===== src/rtl/transmitter_4phase.sv =====
// -----------------------------------------------------------------------------
// transmitter_4phase
//
// Sending end of the four-phase bundled-data link between cores. One word is
// accepted from the local core per handshake and driven onto the inter-core
// data bus. After a programmable setup delay, req is raised. The remote ack is
// brought into the clk domain through two flops. The transmitter returns to
// idle only once the synchronized ack has fallen again.
//
// Parameters
//   DATA_WIDTH   : width of the data bus
//   SETUP_CYCLES : cycles output_tx is stable before req rises (1..15)
//   TIMEOUT      : cycles allowed in an ack-wait state before err sets
//                  (0 disables, 1..65535)
//
// Ports
//   clk       in   system clock, rising edge
//   reset     in   synchronous, active-high reset
//   valid     in   local core offers input_tx
//   input_tx  in   word to send
//   ready     out  a word can be accepted this cycle (combinational)
//   ack       in   acknowledge from the remote receiver, asynchronous to clk
//   req       out  request to the remote receiver, registered
//   output_tx out  data bus to the remote core, registered
//   done      out  one-cycle pulse when a handshake has fully completed
//   err       out  sticky flag: ack-wait timeout or spurious ack
// -----------------------------------------------------------------------------
module transmitter_4phase #(
   parameter int DATA_WIDTH   = 8,
   parameter int SETUP_CYCLES = 2,
   parameter int TIMEOUT      = 255
) (
   input  logic                  clk,
   input  logic                  reset,
   input  logic                  valid,
   input  logic [DATA_WIDTH-1:0] input_tx,
   output logic                  ready,
   input  logic                  ack,
   output logic                  req,
   output logic [DATA_WIDTH-1:0] output_tx,
   output logic                  done,
   output logic                  err
);

   typedef enum logic [1:0] {
      ST_IDLE,
      ST_SETUP,
      ST_REQ,
      ST_RELEASE
   } state_t;

   localparam logic [3:0]  SETUP_LOAD  = 4'(SETUP_CYCLES);
   localparam logic [15:0] TIMEOUT_VAL = 16'(TIMEOUT);
   localparam bit          TIMEOUT_EN  = (TIMEOUT != 0);

   state_t                  r_state;
   logic                    r_ack_a1;
   logic                    r_ack_a2;
   logic [3:0]              r_setup_cnt;
   logic [15:0]             r_wait_cnt;
   logic                    r_req;
   logic [DATA_WIDTH-1:0]   r_data;
   logic                    r_done;
   logic                    r_err;

   logic [15:0]             w_wait_next;
   logic                    w_timeout_hit;
   logic                    w_ack_s;

   // Only the second synchronizer stage is ever looked at by the FSM.
   assign w_ack_s = r_ack_a2;

   // The wait counter sticks at all-ones instead of wrapping, so a very long
   // stall can never alias back onto a small TIMEOUT value.
   assign w_wait_next   = (&r_wait_cnt) ? r_wait_cnt : r_wait_cnt + 16'd1;

   // err is raised on the edge where the counter reaches TIMEOUT, so it is
   // visible exactly TIMEOUT cycles after the wait state was entered.
   assign w_timeout_hit = TIMEOUT_EN && (w_wait_next == TIMEOUT_VAL);

   // ready gates itself with reset so the local core cannot hand over a word
   // on the same edge that reset is wiping the datapath.
   assign ready     = (r_state == ST_IDLE) && !reset;
   assign req       = r_req;
   assign output_tx = r_data;
   assign done      = r_done;
   assign err       = r_err;

   // NOTE: every register in this block is assigned with <= so all of them
   // update together from the values present before the edge; with = the
   // synchronizer would collapse into a single flop and the FSM would see
   // half-updated state.
   always_ff @(posedge clk) begin
      if (reset) begin
         r_state     <= ST_IDLE;
         r_ack_a1    <= 1'b0;
         r_ack_a2    <= 1'b0;
         r_setup_cnt <= '0;
         r_wait_cnt  <= '0;
         r_req       <= 1'b0;
         // NOTE: the data register is reset as well, not just the control
         // state, because the bus must read zero after an abandoned transfer.
         r_data      <= '0;
         r_done      <= 1'b0;
         r_err       <= 1'b0;
      end else begin
         r_ack_a1 <= ack;
         r_ack_a2 <= r_ack_a1;
         r_done   <= 1'b0;

         // An ack while nothing is outstanding is flagged, but otherwise
         // does not disturb the FSM.
         if (w_ack_s && (r_state == ST_IDLE || r_state == ST_SETUP)) begin
            r_err <= 1'b1;
         end

         case (r_state)
            ST_IDLE: begin
               // In this branch reset is low, so ready is already 1.
               if (valid) begin
                  r_data      <= input_tx;
                  r_setup_cnt <= SETUP_LOAD;
                  r_state     <= ST_SETUP;
               end
            end

            ST_SETUP: begin
               // The load value counts as the first setup cycle, so leaving
               // on a count of 1 raises req exactly SETUP_CYCLES edges after
               // acceptance. The <= also guards an illegal load of 0.
               if (r_setup_cnt <= 4'd1) begin
                  r_req      <= 1'b1;
                  r_wait_cnt <= '0;
                  r_state    <= ST_REQ;
               end else begin
                  r_setup_cnt <= r_setup_cnt - 4'd1;
               end
            end

            ST_REQ: begin
               if (w_ack_s) begin
                  r_req      <= 1'b0;
                  r_wait_cnt <= '0;
                  r_state    <= ST_RELEASE;
               end else begin
                  r_wait_cnt <= w_wait_next;
                  if (w_timeout_hit) begin
                     r_err <= 1'b1;
                  end
               end
            end

            ST_RELEASE: begin
               if (!w_ack_s) begin
                  r_done  <= 1'b1;
                  r_state <= ST_IDLE;
               end else begin
                  r_wait_cnt <= w_wait_next;
                  if (w_timeout_hit) begin
                     r_err <= 1'b1;
                  end
               end
            end

            default: begin
               r_req   <= 1'b0;
               r_state <= ST_IDLE;
            end
         endcase
      end
   end

endmodule


===== config.mk =====
export PLATFORM = sky130hd
export DESIGN_NAME = transmitter_4phase
export DESIGN_NICKNAME = d
export VERILOG_FILES = /design/src/rtl/transmitter_4phase.sv
export SDC_FILE = /design/constraint.sdc
export NUM_CORES = 1
export LEC_CHECK = 0
export ABC_AREA = 1
export BUFFER_PORTS_ARGS = -buffer_cell sky130_fd_sc_hd__clkbuf_2
export CAP_MARGIN = 15
export CORE_MARGIN = 3
export CORE_UTILIZATION = 35
export DETAILED_ROUTE_END_ITERATION = 10
export GPL_TIMING_DRIVEN = 1
export PLACE_DENSITY = 0.51
export REMOVE_ABC_BUFFERS = 1
export SYNTH_ARGS = -nofsm -noshare
export SYNTH_HDL_FRONTEND = slang
export SYNTH_SLANG_ARGS = --single-unit

===== constraint.sdc =====
create_clock -name clk -period 1.8 [get_ports clk]
set_input_delay 0.09 -clock clk [delete_from_list [all_inputs] [get_ports clk]]
set_output_delay 0.09 -clock clk [all_outputs]
set_load 0.005 [all_outputs]

==> impl_metrics.ini <==
[critical_path]
cpMaxStageDelayCell = dfxtp_2
required_ps = 2030
endpoint_kind = flop
r2r-start = r_wait_cnt[1]
critical_path_class = reg2reg
worstSetupStartpointType = flop
ff2ff_path_depth = 11
slowest_delay_ps = 360
cp_data_arrival_time_ps = 1930
timing.rr.end = err
crit_chain = ha_4 > nand2_2 > nor2_4 > nand2_4 > o21ai_1 > nand2_1 > nor2_1 > nand3_1 > nor2_1 > nand2_1 > a21oi_2
crit_path_max_fanout = 5
critPathCapture = err
r2r_slack_ps = 100
critPathLaunch = r_wait_cnt[1]

[synthesis]
syn_inst = 298
synth_mux_area_share_pct = 0
avgSynthCellArea_sq_um = 6.71
synth_top_family_by_area = simple AND/OR/NAND/NOR gates
synthAdderAreaFrac_pct = 5.01
yosys_warnings = 0
synth_simple_gate_area_share_pct = 37.4
synth_cell_types = 31
synth_edf_count = 0
synth_flop_cell = dfxtp_1
synth_compound_area_share_pct = 12.6
ys_ff_latch = 35
synthArstFlopShare_pct = 0
synth.cell_area_sq_um = 2000
synth_seq_area_share_pct = 35.0
synthXorXnorAreaFrac_pct = 2.19

[clocking]
cts-buffers-inserted = 5
clk_pin_slew_ps = 80
cts_max_level = 2
numClockSinks = 35
clk_latency_ps = 290
clockBufferDepth = 2
cts_tree = done
root_buffer = clkbuf_8

[global_route]
grt_pass1_vias = 1873
grt_pass1_wl_um = 8560
antenna_found_initial = 0
grt_use_total_pct = 16.4
grt_overflow = 0
grt_max_degree = 24

[timing]
final.setup_skew_ps = 12.1
fmax_ghz = 0.587
fin_setup_tns_ps = 0
final-setup-viol-count = 0
setup_ws_ps = 96.9
maxSlewHeadroom_pct = 75.9
post-route-period-util_pct = 94.6
final.min_clock_period_ps = 1700
finalHoldViolations = 0
report.final.slew_viol_count = 0
rsz0062_at_grt = yes
worst_pin_slew_ps = 362

[detailed_routing]
drc = 0
vias_per_cell = 4.75
drtIter0Drc = 91
wl_per_cell_um = 12.0
firstDrtPassIters = 4
drtAntennaViolNets = 0
wl_um = 4990
vias = 1977

[power]
p_per_area_nw_per_um2 = 1140
ir_drop_mv = 0.734
p_total_w = 0.00286
leakagePower_nw = 1.08

[placed_design]
gp_congestion = 0.808
port_buffers = 23
dp_cells = 400
dp_slack_ps = -75.3
dp_hpwl_um = 3690

[hold_path]
min_from = input_tx[1]
min_path_type = in2reg

[final_layout]
nets = 365
nFillCells = 573
syn_to_final_growth_pct = 25.4
antennaDiodeCount = 0
utilization_pct = 47.3
drive_gt1_share_pct = 24.9
fin_cells = 416

[floorplan]
start_util_pct = 37.7
rows = 26
core_sq_um = 5300
io_pins = 24
dieArea_sq_um = 6660
die_h_um = 81.6
die_w_um = 81.6

[outcome]
status = finished clean

[run]
maxCapViolations = 0
through the flow:
step | hold slack [ps] | cell area [sq um]
finish | 46.2 | 2510
global route | 55.6 | 2510
CTS | 41.0 | 2410
detailed placement | 291 | 2280
global placement | 290 | 2280
floorplan | 152 | 1970
power breakdown:
part | total [W] | leakage, nW | internal (W) | switching (W)
Clock | 0.000577 | 0.0402 | 0.000269 | 0.000308
Combinational | 0.00130 | 0.750 | 0.000535 | 0.000764
Sequential | 0.000986 | 0.289 | 0.000915 | 0.0000707
cell type report:
class                           count  area [sq um]  area share (%)
Tap cell                           70          87.6            3.49
Sequential cell                    35           711            28.3
Timing Repair Buffer               45           290            11.6
Multi-Input combinational cell    224          1200            47.8
Inverter                           34           133            5.29
Clock inverter                      3          20.0           0.798
Clock buffer                        5          68.8            2.74
routing by layer:
metal	routed length, um	GRT usage (%)	part of all wire, %
met1	2310	19.9	46
met2	2490	29.4	50
met4	33	3.49	0.66
met5	0	0	0
met3	160	3.73	3.2
kinds of logic after synthesis:
logic type,Yosys count
xor gates and xnor gates,5
and+or+nand+nor,166
adders and majority gates,8
DFF,35
AOI/OAI and AO/OA,45
buffers and inverters,39
synthesized netlist by cell type, types with 2 or more instances:
library cell  number  area [sq um]
a21oi_2            2          17.5
a211oi_1           2          15.0
o21ai_0           17          85.1
nand4_1            6          37.5
nand2_1           71           267
buf_4              2          15.0
a21oi_1           19          95.1
or2_2              2          12.5
xnor2_1            2          17.5
nor2_1            47           176
nand3_1           23           115
clkbuf_1           2          7.51
xor2_1             3          26.3
inv_1             33           124
nor2_4             3          33.8
dfxtp_1           35           701
nor3_1             2          10.0
nor2_2             4          25.0
ha_1               8           100
nand2_2            4          25.0
worst min-delay path by stage:
stage / to / slack (ps) / cells past startpoint
after global placement: r_ack_a1 / 290 / 3
after global routing: output_tx[3] / 60 / 3
after detailed placement: r_ack_a1 / 290 / 3
final: output_tx[1] / 50 / 3
after CTS: output_tx[1] / 40 / 3
after floorplan: err / 150 / 1
sequential cells by signal (all words and copies together), names as in the netlist:
name	cells
r_ack_a2	1
err	1
done	1
r_state	2
r_ack_a1	1
r_wait_cnt	16
output_tx	8
r_setup_cnt	4
req	1
timing repair:
| item | CTS | global route |
|---|---|---|
| gates resized for setup | 3 | 21 |
| hold buffers | 1 | 0 |
| endpoints found under the setup margin | 8 | 19 |
| hold endpoints to repair | 1 | 0 |
| buffers inserted | 2 | 5 |
| pin swaps | 3 | 7 |
worst max-delay path, delay by kind of cell (launching register included):
family	cells	cell delay [ps]
and+or+nand+nor	8	850
AOI/OAI and AO/OA	2	300
DFF	1	360
adders and majority gates	1	150
layout by cell type (no fill, tap or decap), types with 2 or more instances in the layout:
cell         n
xnor2_1      2
clkbuf_8     5
nand3_1     23
dfxtp_1     27
nand2_1     71
nand4_1      6
o21ai_1      2
xor2_1       3
a211oi_1     2
nand2_2      4
clkbuf_2    23
nor2_1      44
clkinvlp_4   2
or2_2        2
dfxtp_2      8
nor2_2       3
o21ai_0     16
inv_1       33
ha_1         7
nor3_1       2
nor2_4       7
a21oi_2      2
a21oi_1     18
buf_4       20
Note: power is estimated with default switching activity, not from simulation.
